File: config.mk
export PLATFORM = sky130hd
export DESIGN_NAME = pcie_ctrlshdw_gen
export DESIGN_NICKNAME = d
export VERILOG_FILES = /design/src/rtl/pcie_ss_axis_pkg.sv /design/src/rtl/pcie_ctrlshdw_rr_pick.sv /design/src/rtl/pcie_ctrlshdw_gen.sv
export SDC_FILE = /design/constraint.sdc
export NUM_CORES = 1
export LEC_CHECK = 0
export ABC_CLOCK_PERIOD_IN_PS = 5400
export BUFFER_PORTS_ARGS = -buffer_cell sky130_fd_sc_hd__buf_4
export CAP_MARGIN = 20
export CORE_AREA = 2 2 142 144
export CTS_CLUSTER_SIZE = 16
export DETAILED_ROUTE_END_ITERATION = 8
export DIE_AREA = 0 0 144 146
export GPL_TIMING_DRIVEN = 0
export HOLD_SLACK_MARGIN = 0.1
export PLACE_DENSITY = 0.69
export RECOVER_POWER = 25
export SLEW_MARGIN = 20
export SYNTH_ARGS = -nofsm -noshare
export SYNTH_HDL_FRONTEND = slang
export SYNTH_SLANG_ARGS = --single-unit
File: constraint.sdc
create_clock -name clk -period 5.4 [get_ports clk]
set_clock_uncertainty 0.05 [all_clocks]
set_input_delay 0.54 -clock clk [delete_from_list [all_inputs] [get_ports clk]]
set_output_delay 0.54 -clock clk [all_outputs]
set_load 0.005 [all_outputs]
File: src/rtl/pcie_ss_axis_pkg.sv
// Shared layout of the PCIe SS control-shadow beat, used by both the
// generator here and any decoder of the stream.
package pcie_ss_axis_pkg;

    localparam int unsigned CTRLSHDW_W      = 40;
    localparam int unsigned CTRLSHDW_PF_LSB = 0;
    localparam int unsigned CTRLSHDW_PF_W   = 3;
    localparam int unsigned CTRLSHDW_VF_LSB = 3;
    localparam int unsigned CTRLSHDW_VF_W   = 11;
    localparam int unsigned CTRLSHDW_VFA    = 14;
    localparam int unsigned CTRLSHDW_BME    = 15;
    localparam int unsigned CTRLSHDW_EXTTAG = 29;
    localparam int unsigned CTRLSHDW_TAG10  = 30;

    // Full 40-bit beat, MSB first; reserved fields are always zero.
    typedef struct packed {
        logic [8:0]  rsvd_39_31;
        logic        tag10;
        logic        ext_tag;
        logic [12:0] rsvd_28_16;
        logic        bme;
        logic        vf_active;
        logic [10:0] vf_num;
        logic [2:0]  pf_num;
    } t_pcie_ctrl_shdw;

    // Per-function shadowed config-space bits.
    typedef struct packed {
        logic bme;
        logic tag10;
        logic ext_tag;
    } t_ctrlshdw_entry;

    typedef enum logic {
        ST_IDLE,
        ST_GAP
    } t_ctrlshdw_state;

    function automatic t_pcie_ctrl_shdw ctrlshdw_encode(
        input t_ctrlshdw_entry e,
        input logic            is_vf,
        input logic [2:0]      pf,
        input logic [10:0]     vf
    );
        t_pcie_ctrl_shdw b;
        b           = '0;
        b.pf_num    = is_vf ? 3'd0 : pf;
        b.vf_num    = is_vf ? vf : 11'd0;
        b.vf_active = is_vf;
        b.bme       = e.bme;
        b.ext_tag   = e.ext_tag;
        b.tag10     = e.tag10;
        return b;
    endfunction

endpackage

File: src/rtl/pcie_ctrlshdw_rr_pick.sv
// N-way round-robin picker: first set request at or after last_i+1, with wrap.
// Purely combinational; the last-grant pointer is owned by the parent.
module pcie_ctrlshdw_rr_pick #(
    parameter int unsigned N  = 12,
    parameter int unsigned IW = (N > 1) ? $clog2(N) : 1
) (
    input  logic [N-1:0]  req_i,
    input  logic [IW-1:0] last_i,
    output logic [N-1:0]  gnt_o,
    output logic [IW-1:0] idx_o,
    output logic          any_o
);

    // Scan farthest candidate first so the nearest one after last_i wins.
    always_comb begin
        gnt_o = '0;
        idx_o = '0;
        any_o = |req_i;
        for (int unsigned k = N; k >= 1; k--) begin
            if (req_i[(32'(last_i) + k) % N]) begin
                idx_o = IW'((32'(last_i) + k) % N);
                gnt_o = {{(N-1){1'b0}}, 1'b1} << ((32'(last_i) + k) % N);
            end
        end
    end

endmodule

File: src/rtl/pcie_ctrlshdw_gen.sv
// Control-shadow stream generator: keeps a per-function copy of config bits
// and emits one beat per changed function, round-robin, rate-limited by MIN_GAP.
module pcie_ctrlshdw_gen
    import pcie_ss_axis_pkg::*;
#(
    parameter int unsigned NUM_PF     = 4,
    parameter int unsigned NUM_VF     = 8,
    parameter int unsigned MIN_GAP    = 2,
    parameter bit          INIT_BCAST = 1'b1
) (
    input  logic        clk,
    input  logic        rst,
    input  logic        cfg_wr_valid,
    input  logic [2:0]  cfg_wr_pf,
    input  logic [10:0] cfg_wr_vf,
    input  logic        cfg_wr_vf_active,
    input  logic        cfg_wr_ext_tag,
    input  logic        cfg_wr_tag10,
    input  logic        cfg_wr_bme,
    input  logic        refresh_all,
    output logic        ctrlshadow_tvalid,
    output logic [39:0] ctrlshadow_tdata,
    output logic        cfg_wr_err
);

    localparam int unsigned NF = NUM_PF + NUM_VF;
    localparam int unsigned IW = (NF > 1) ? $clog2(NF) : 1;
    localparam int unsigned GW = (MIN_GAP > 1) ? $clog2(MIN_GAP + 1) : 1;

    t_ctrlshdw_state state_q, state_d;
    logic [GW-1:0]   gap_q, gap_d;
    logic [NF-1:0]   pend_q, pend_d;
    logic [IW-1:0]   last_q, last_d;
    logic            tvalid_q, tvalid_d;
    t_pcie_ctrl_shdw tdata_q, tdata_d;
    logic            err_q, err_d;
    t_ctrlshdw_entry shadow_q [NF];

    logic            wr_ok;
    logic [IW-1:0]   wr_idx;
    logic            wr_chg;
    t_ctrlshdw_entry wr_entry;
    logic [NF-1:0]   gnt;
    logic [IW-1:0]   pick_idx;
    logic            any_pend;
    logic            pick_is_vf;

    pcie_ctrlshdw_rr_pick #(.N(NF), .IW(IW)) u_pick (
        .req_i  (pend_q),
        .last_i (last_q),
        .gnt_o  (gnt),
        .idx_o  (pick_idx),
        .any_o  (any_pend)
    );

    assign wr_entry   = '{bme: cfg_wr_bme, tag10: cfg_wr_tag10, ext_tag: cfg_wr_ext_tag};
    assign wr_chg     = cfg_wr_valid && wr_ok && (shadow_q[wr_idx] != wr_entry);
    assign pick_is_vf = (32'(pick_idx) >= NUM_PF);

    // Map the write target onto a flat function index, flagging invalid targets.
    always_comb begin
        wr_ok  = 1'b0;
        wr_idx = '0;
        if (!cfg_wr_vf_active) begin
            if (32'(cfg_wr_pf) < NUM_PF) begin
                wr_ok  = 1'b1;
                wr_idx = IW'(cfg_wr_pf);
            end
        end else if ((cfg_wr_pf == 3'd0) && (32'(cfg_wr_vf) < NUM_VF)) begin
            wr_ok  = 1'b1;
            wr_idx = IW'(NUM_PF + 32'(cfg_wr_vf));
        end
    end

    // Emission FSM and pending bookkeeping; a pick is taken combinationally in
    // IDLE so a write reaches tvalid two cycles later. Set sources override the
    // pick's clear.
    always_comb begin
        state_d  = state_q;
        gap_d    = gap_q;
        pend_d   = pend_q;
        last_d   = last_q;
        tvalid_d = 1'b0;
        tdata_d  = tdata_q;
        err_d    = err_q | (cfg_wr_valid & ~wr_ok);
        case (state_q)
            ST_IDLE: begin
                if (any_pend) begin
                    tvalid_d = 1'b1;
                    tdata_d  = ctrlshdw_encode(shadow_q[pick_idx], pick_is_vf,
                                               3'(pick_idx),
                                               11'(32'(pick_idx) - NUM_PF));
                    last_d   = pick_idx;
                    pend_d   = pend_q & ~gnt;
                    if (MIN_GAP > 1) begin
                        state_d = ST_GAP;
                        gap_d   = GW'(MIN_GAP - 1);
                    end
                end
            end
            ST_GAP: begin
                gap_d = gap_q - 1'b1;
                if (gap_q <= GW'(1)) begin
                    state_d = ST_IDLE;
                end
            end
            default: state_d = ST_IDLE;
        endcase
        if (wr_chg) begin
            pend_d[wr_idx] = 1'b1;
        end
        if (refresh_all) begin
            pend_d = '1;
        end
    end

    // State, pointer, output and shadow registers.
    always_ff @(posedge clk) begin
        if (rst) begin
            state_q  <= ST_IDLE;
            gap_q    <= '0;
            pend_q   <= INIT_BCAST ? '1 : '0;
            last_q   <= IW'(NF - 1);
            tvalid_q <= 1'b0;
            tdata_q  <= '0;
            err_q    <= 1'b0;
            for (int unsigned i = 0; i < NF; i++) begin
                shadow_q[i] <= '0;
            end
        end else begin
            state_q  <= state_d;
            gap_q    <= gap_d;
            pend_q   <= pend_d;
            last_q   <= last_d;
            tvalid_q <= tvalid_d;
            tdata_q  <= tdata_d;
            err_q    <= err_d;
            if (cfg_wr_valid && wr_ok) begin
                shadow_q[wr_idx] <= wr_entry;
            end
        end
    end

    // Outputs are forced quiet while rst is held, even mid-beat.
    assign ctrlshadow_tvalid = tvalid_q & ~rst;
    assign ctrlshadow_tdata  = rst ? '0 : tdata_q;
    assign cfg_wr_err        = err_q;

endmodule

* Yosys cells after proc, flatten, opt, wreduce, memory -nomap -nowiden
Memory sizes are Yosys's and may differ from the RTL's. A register that Yosys moved wholly into a read port is not among the register bits.
Cells that the tools add are included.
Widths: inputs -> output; s select.
** Cells by class
- Reduce and logical (&&, ||, !) cells :: 10
- Bitwise gates (word level) :: 9
- Add/sub/neg operators :: 15
- Mux-type cells :: 75
- Magnitude comparators :: 18
- Divide/modulo/power cells :: 12
- Shift-type cells :: 12
- Equal/unequal tests :: 2
** Operators by type and width (count)
- $lt 32x5->1 const B :: 12
- $mod 32x4->32 const B :: 12
- $shl 1x32->12 const A :: 12
- $mux 12 :: 15
- $mux 4 :: 15
- $bmux 1 s4 :: 12
- $mux 31 :: 1
- $add 4x4->5 const B :: 5
- $mux 1 :: 24
- $add 4x3->5 const B :: 4
- $and 12x12->12 :: 1
- $not 12->12 :: 1
- $or 12x12->12 :: 1
- $reduce_or 12->1 :: 1
- $lt 11x4->1 const B :: 1
- $mux 11 :: 1
- $add 4x2->5 const B :: 2
- $mux 3 :: 3
- $add 4x1->5 const B :: 1
- $lt 4x5->1 const B :: 1
- $sub 4x3->5 const B :: 1
- $add 3x4->4 const A :: 1
- $demux 1 s4 :: 1
- $ge 4x1->1 const B :: 1
- other kinds (17) :: 24
** Word-level totals
- Output and inout port bits :: 42
- Bits in registers :: 36
- Input bits :: 22
- Word-level logic and storage cells :: 163
- Memory bits (writable) :: 36
- Memories :: 1
** Memory list
- shadow_q :: words 12, width 3, rd ports 2, clocked after Yosys merged registers in 1, write ports 12, RTL line pcie_ctrlshdw_gen.sv:37 : t_ctrlshdw_entry shadow_q [NF];

* Depth between registers and ports, before layout
Gate-level depths: netlist (run 1).
- Depth after elaboration :: 22
- Depth in mapped cells :: 26
- Gate-level depth less buffers :: 22

* Modules after synthesis
Synthesis (run 1) repeated with hierarchy kept, for this count alone.
** Unflattened totals
- Cell total of the unflattened synthesis :: 1228
- Area, all modules :: 9913.3 um2
** Modules (own cells, without submodules)
- pcie_ctrlshdw_rr_pick :: sequential area each 0.0 um2, area an instance 5616.6 um2, cells each 827, instances 1
- pcie_ctrlshdw_gen :: sequential area each 2102.0 um2, area an instance 4296.6 um2, cells each 401, instances 1

* Least setup slack after synthesis (run 1)
No wires, ideal clock.
- Path type :: reg-to-reg
- Start :: register last_q[1]
- End :: register tdata_q[29] in the netlist's numbering
- Stages on the path, launching flop included :: 21
- Setup time :: 0.134 ns
- Path buffers :: 5
- Period minus slack after synthesis :: 5.593 ns
- Data required time :: 5.216 ns
- Setup slack :: -0.193 ns
- Data arrival time :: 5.409 ns
- Path through :: dfxtp_1 buf_2 clkbuf_1 inv_1 ha_1 clkbuf_1 buf_1 a311oi_1 a21o_1 ha_1 a2111oi_0 nor2_1 a221oi_1 a31oi_1 a2111oi_0 o2111ai_1 nand3_1 buf_4 or3b_1 a32oi_1 o22ai_1
** On the way
- Cells in the longest elaborated chain, start to end :: 16
- Elaborated cells between the ends (all ways) :: 60
- Classes of those cells :: add/sub: 12; div: 12; mux: 36
** RTL lines
- start: declaration :: RTL line pcie_ctrlshdw_gen.sv:33 : logic [IW-1:0] last_q, last_d;
- start signal: assignment :: RTL line pcie_ctrlshdw_gen.sv:123 : last_q <= IW'(NF - 1);
- start signal: assignment :: RTL line pcie_ctrlshdw_gen.sv:134 : last_q <= last_d;
- $add 4x4->5 :: RTL line pcie_ctrlshdw_rr_pick.sv:20, pcie_ctrlshdw_rr_pick.sv:21
- $mod 32x4->32 :: RTL line pcie_ctrlshdw_rr_pick.sv:20, pcie_ctrlshdw_rr_pick.sv:21
- $bmux 1 s4 :: RTL line pcie_ctrlshdw_rr_pick.sv:20 : if (req_i[(32'(last_i) + k) % N]) begin
- $mux 1 (not written as such) :: RTL line pcie_ctrlshdw_rr_pick.sv:20
- $mux 4 (11 in a row) :: RTL line pcie_ctrlshdw_rr_pick.sv:20
- $mux 4 (*) :: RTL line pcie_ctrlshdw_rr_pick.sv:20
- end signal: assignment :: RTL line pcie_ctrlshdw_gen.sv:136 : tdata_q <= tdata_d;
- end: declaration :: RTL line pcie_ctrlshdw_gen.sv:35 : t_pcie_ctrl_shdw tdata_q, tdata_d;
Every way passes the cells marked *; elsewhere a longest branch is shown, timed or not. The select of a mux whose other input is x is not followed.
A chain may end at the register's enable or synchronous reset.

* Worst setup path after layout (run 1)
Ends and elaborated chain as after synthesis.

==> flow_summary.json, run 1 <==
{
  "status": "completed",
  "post-route-drc-count": 0,
  "crit_type": "reg -> reg",
  "clk_pin_slew_ps": 60,
  "start_util": 0.488,
  "detail-route-antenna-nets": 0,
  "wl_per_cell_um": 22.2,
  "end_kind": "flip-flop",
  "insertedDiodeCount": 0,
  "maxCapViolCount": 0,
  "crit_arrival_ps": 5450,
  "portBuffers": 39,
  "synth_commonest_cells": "nand2_1, nor2_1, a21oi_1",
  "synth_top_area_frac": 0.115,
  "worstPathRequired_ps": 5550,
  "coreArea_um2": 19300,
  "clock.fmax_mhz": 189,
  "hold_class": "reg -> reg",
  "hpwl_um": 26900,
  "cts-root-buf": "clkbuf_16",
  "synthArstFlopShare": 0,
  "gp_congestion": 1.07,
  "pin_count": 64,
  "synth.avg_cell_area_um2": 7.82,
  "vias": 10500,
  "drt_iter0_drc": 1112,
  "syn_inst": 1207,
  "drv_slew": 0,
  "clk-insertion-delay-late_ps": 340,
  "row_count": 51,
  "register_area_um2": 1760,
  "vias_per_cell": 6.57,
  "seq_area_frac_synth": 0.185,
  "slew_headroom": 0.368,
  "utilization": 0.604,
  "fin_crit_sh": 0.981,
  "synth.most_common_cell": "nand2_1",
  "fin_nets": 1390,
  "syn_area_um2": 9440,
  "netlist.top_cell.by_area": "edfxtp_1",
  "grt_use_total": 0.330,
  "synth_edf_count": 36,
  "multi_input_area_um2": 7760,
  "grt_overflow": 0,
  "synth_cell_types": 99,
  "cts_max_level": 3,
  "grt_antenna_before_repair": 0,
  "cts_tree": "yes",
  "worst_pin_slew_ps": 943,
  "finalHoldViolCount": 0,
  "cts_buffer_depth": 2,
  "wl_um": 35400,
  "rsz0062_at_grt": "yes",
  "start_kind": "flip-flop",
  "drt-pass1-iter-count": 6,
  "die_x_um": 144,
  "cts_sinks": 69,
  "numCtsBuffers": 9,
  "layout-drive-gt1-share": 0.248,
  "fillerInstances": 1719,
  "dieArea_um2": 21000,
  "finalSetupViolCount": 0,
  "die_h_um": 146,
  "area_growth_pct": 23.8,
  "synth_seq_cells": 69,
  "grt_pass1_vias": 9822,
  "yosysWarningCount": 0,
  "cp_max_fo": 10,
  "cts-hold-fix-buffers": 0,
  "grt_max_degree": 14,
  "synthTopCellsByArea": "edfxtp_1, dfxtp_1, ha_1",
  "synth_flop_cell": "edfxtp_1",
  "grt_pass1_wl_um": 54200,
  "fin_crit_ps": 5300
}
## critical path, cell delays in order, from the launching register on
cell and delay, ps:
dfxtp_4 380, buf_12 150, buf_12 150, clkinvlp_4 150, buf_4 170, ha_1 160, buf_4 200, or3b_1 410
mux2i_4 220, inv_1 150, ha_4 220, a21boi_4 160, nand3_1 120, a21oi_2 70, a21o_2 250, buf_4 150
a21o_2 260, a2111oi_2 400, o2111ai_2 210, nand3_2 160, buf_6 180, mux2_2 370, a32oi_4 280, o22ai_2 120
## logic make-up after synthesis
logic type	synth area share
compound gates	0.291
xor+xnor	0.0231
fa+ha+maj	0.0583
buf+inv	0.0760
flops	0.185
mux	0.103
other cells	0.000397
simple gates	0.264
## cell usage in the layout (no fill, tap or decap), types with 27 or more instances in the layout
cell,synthesis,layout
a21oi_1,60,56
and2_1,57,56
buf_4,30,105
clkbuf_1,55,44
dfxtp_1,33,29
edfxtp_1,36,36
ha_1,44,27
inv_1,36,33
mux2i_1,43,40
nand2_1,114,113
nand3_1,40,39
nor2_1,95,93
o21ai_0,58,57
## final timing paths
check | startpoint | to | slack (ps) | cells past startpoint
worst min register to register | tdata_q[3] | tdata_q[3] | 400 | 2
worst max register to register | last_q[1] | tdata_q[29] | 100 | 23
worst min-delay path | tdata_q[3] | tdata_q[3] | 400 | 2
worst max-delay path | last_q[1] | tdata_q[29] | 100 | 23
## sequential cells by signal (all words and copies together) (netlist names)
name / count
shadow_q: 36
pend_q: 12
tdata_q: 12
last_q: 4
gap_q: 2
cfg_wr_err: 1
state_q: 1
tvalid_q: 1
## area by class of cell
cell class | instances | area share
Multi-Input combinational cell | 1013 | 0.664
Sequential cell | 69 | 0.150
Timing Repair Buffer | 91 | 0.0606
Buffer | 100 | 0.0571
Tap cell | 265 | 0.0284
Clock buffer | 10 | 0.0214
Inverter | 40 | 0.0146
Clock inverter | 6 | 0.00364
## metrics by stage
stage               cell area [um^2]  std cells  setup TNS, ps  worst slack, ps  hold WS [ps]
finish                         11700       1594              0              102           399
global route                   11700       1594          -91.1            -42.0           428
global placement               10200       1532         -30960            -1750           386
detailed placement             10200       1532         -31440            -1820           396
floorplan                       9540       1228              0             64.9           377
CTS                            11200       1569              0             2.86           403
## metal layers
layer / vias up / GRT usage / wire (um)
met4: 0 / 0.181 / 2140
met1: 4977 / 0.410 / 13500
met5: - / 0 / 0
met3: 145 / 0.0510 / 2840
met2: 565 / 0.543 / 16800
li1: 4778 / - / -
## repair_timing
| action | CTS | global route |
|---|---|---|
| setup endpoints to repair | 25 | 24 |
| setup buffers | 25 | 27 |
| gates resized for setup | 113 | 65 |
| pin swaps | 20 | 19 |
Power of run 1 is not shown: default switching activity piles up to over one toggle a cycle in this logic, so the estimate is an artifact.
==> run 2: changes to the inputs <==
- CELL_PAD_IN_SITES_DETAIL_PLACEMENT: unset -> 1
- CELL_PAD_IN_SITES_GLOBAL_PLACEMENT: unset -> 2
- CORE_AREA: 2 2 142 144 -> 2 2 170 172
- DIE_AREA: 0 0 144 146 -> 0 0 172 174
- PLACE_DENSITY: 0.69 -> unset
- PLACE_DENSITY_LB_ADDON: unset -> 0.1
==> run 2 against run 1 <==
Against the previous run: first-iteration DRC count fell by 28%; via count shrank 0.39%; register-to-register slack got worse by 20 ps; worst hold slack got worse by 0.92 ps; die area up 42%; worst setup slack got worse by 22 ps; critical path depth fell by 4; design area is 2.2% higher; cell count up 8.3%; largest cell class unchanged; highest routed layer unchanged.
==> flow_summary.json, run 2 (synthesized netlist as in run 1, its figures left out) <==
{
  "status": "completed",
  "utilization": 0.423,
  "hold_class": "in -> reg",
  "crit_arrival_ps": 5470,
  "area_growth_pct": 26.5,
  "dieArea_um2": 29900,
  "cp_max_fo": 10,
  "worst_pin_slew_ps": 1100,
  "crit_type": "reg -> reg",
  "cts_max_level": 3,
  "hpwl_um": 32600,
  "drt-pass1-iter-count": 5,
  "fin_crit_ps": 5320,
  "wl_per_cell_um": 24.6,
  "rsz0062_at_grt": "yes",
  "fin_crit_sh": 0.985,
  "clock.fmax_mhz": 188,
  "die_x_um": 172,
  "cts_buffer_depth": 2,
  "fin_tns_setup_ps": 0,
  "cts_sinks": 69,
  "coreArea_um2": 28200,
  "drt_iter0_drc": 801,
  "hold_depth": 3,
  "cp_top_family": "buffers and inverters",
  "die_h_um": 174,
  "largest_reg_flops": 36,
  "cts-root-buf": "clkbuf_16",
  "row_count": 62,
  "grt_use_total": 0.280,
  "insertedDiodeCount": 0,
  "cp_common_cell": "buf_4",
  "drv_slew": 0,
  "critical_path.max_stage_delay_ps": 600,
  "critPathSlowestCell": "mux4_2",
  "rr_worst_depth": 19,
  "r2r_start": "last_q[1]",
  "cts-hold-fix-buffers": 0,
  "pin_count": 64,
  "largestRegisters": "shadow_q (36), pend_q (12), tdata_q (12)",
  "crit_buf_inv": 9,
  "setup_ws_ps": 79.9,
  "gp_congestion": 0.929,
  "cts_tree": "yes",
  "start_kind": "flip-flop",
  "holdWs_ps": 398,
  "numCtsBuffers": 9,
  "post-route-drc-count": 0,
  "fin_nets": 1403,
  "end_kind": "flip-flop",
  "grt_pass1_wl_um": 63900,
  "final_common_cell": "buf_4",
  "place_ws_ps": -2380,
  "start_util": 0.334,
  "grt_antenna_before_repair": 0,
  "grt_overflow": 0,
  "layout-drive-gt1-share": 0.257,
  "grt_max_degree": 20,
  "reg2reg_to": "tdata_q[29]",
  "detail-route-antenna-nets": 0,
  "wl_um": 42400,
  "register_area_um2": 1760,
  "worstHoldStart": "refresh_all",
  "finalHoldViolCount": 0,
  "clk-insertion-delay-late_ps": 340,
  "slew_headroom": 0.263,
  "portBuffers": 39,
  "vias_per_cell": 6.04,
  "largest-register": "shadow_q",
  "maxCapViolCount": 0,
  "vias": 10400,
  "multi_input_area_um2": 7760,
  "r2r_setup_slack_ps": 80,
  "worstPathRequired_ps": 5550,
  "clk_pin_slew_ps": 60,
  "grt_pass1_vias": 10100,
  "worstHoldEndpoint": "pend_q[5]",
  "finalSetupViolCount": 0,
  "layout_common_cells": "buf_4, nand2_1, nor2_1, o21ai_0, a21oi_1",
  "crit_chain": "buf_12 -> clkbuf_16 -> clkinvlp_4 -> buf_4 -> buf_4 -> ha_1 -> clkbuf_1 -> clkbuf_4 -> mux4_2 -> or3b_1 -> a21boi_2 -> buf_4 -> and2_1 -> o2111ai_2 -> nand3_2 -> buf_6 -> or3b_1 -> a32oi_4 -> o22ai_1",
  "fillerInstances": 3425
}
run 2: changes by cell type in the layout (fill, tap and decap cells not counted), sizes merged:
cell / change
buf: +15
clkbuf: -3
clkinv: -3
clkinvlp: +3
bufinv: +2
inv: -1
run 2: worst reg2reg max path, delay by kind of cell (launching register included):
kind                     cells  cell delay [ps]
flip-flops                   1              380
buffers and inverters        9             1860
AO/OA/AOI/OAI                4              940
adder cells (fa/ha/maj)      1              280
multiplexers                 1              610
AND/OR/NAND/NOR              4             1090
run 2: how the worst max path moves through the flow:
stage / from / slack, ps / cells after the start / to
2_1_floorplan: last_q[0] / 60 / 24 / tdata_q[30]
3_3_place_gp: last_q[2] / -2360 / 23 / tdata_q[29]
3_5_place_dp: last_q[2] / -2380 / 23 / tdata_q[29]
4_1_cts: last_q[2] / 3 / 22 / tdata_q[15]
5_1_grt: last_q[1] / -90 / 19 / tdata_q[29]
6_report: last_q[1] / 80 / 19 / tdata_q[29]
run 2: layout make-up:
| class | instances | share of cell area |
|---|---|---|
| clock inverters | 7 | 0.00817 |
| well taps | 384 | 0.0402 |
| flip-flops and latches | 69 | 0.147 |
| clock buffers | 9 | 0.0189 |
| multi-input cells | 1013 | 0.650 |
| plain buffers | 100 | 0.0563 |
| repair buffers | 104 | 0.0651 |
| inverters | 40 | 0.0147 |
run 2: repair_timing:
action | 4_1_cts | 5_1_grt
endpoints found under the setup margin | 25 | 16
cloned | 0 | 0
setup buffers | 39 | 26
resized for setup | 147 | 33
pin swaps | 25 | 20
run 2: routing by layer:
metal	track usage	wire length, um	up-vias
li1	-	-	4797
met3	0.0221	2160	54
met4	0.0805	1170	0
met5	0	0	-
met1	0.382	18800	5217
met2	0.470	20300	356
run 2: per-stage QoR:
| step | std cells | area (um^2) |
|---|---|---|
| 2_1_floorplan | 1228 | 9540 |
| 4_1_cts | 1700 | 11600 |
| 5_1_grt | 1726 | 11900 |
| 3_5_place_dp | 1651 | 10300 |
| 6_report | 1726 | 11900 |
| 3_3_place_gp | 1651 | 10300 |
Power of run 2 is left out for the same reason.
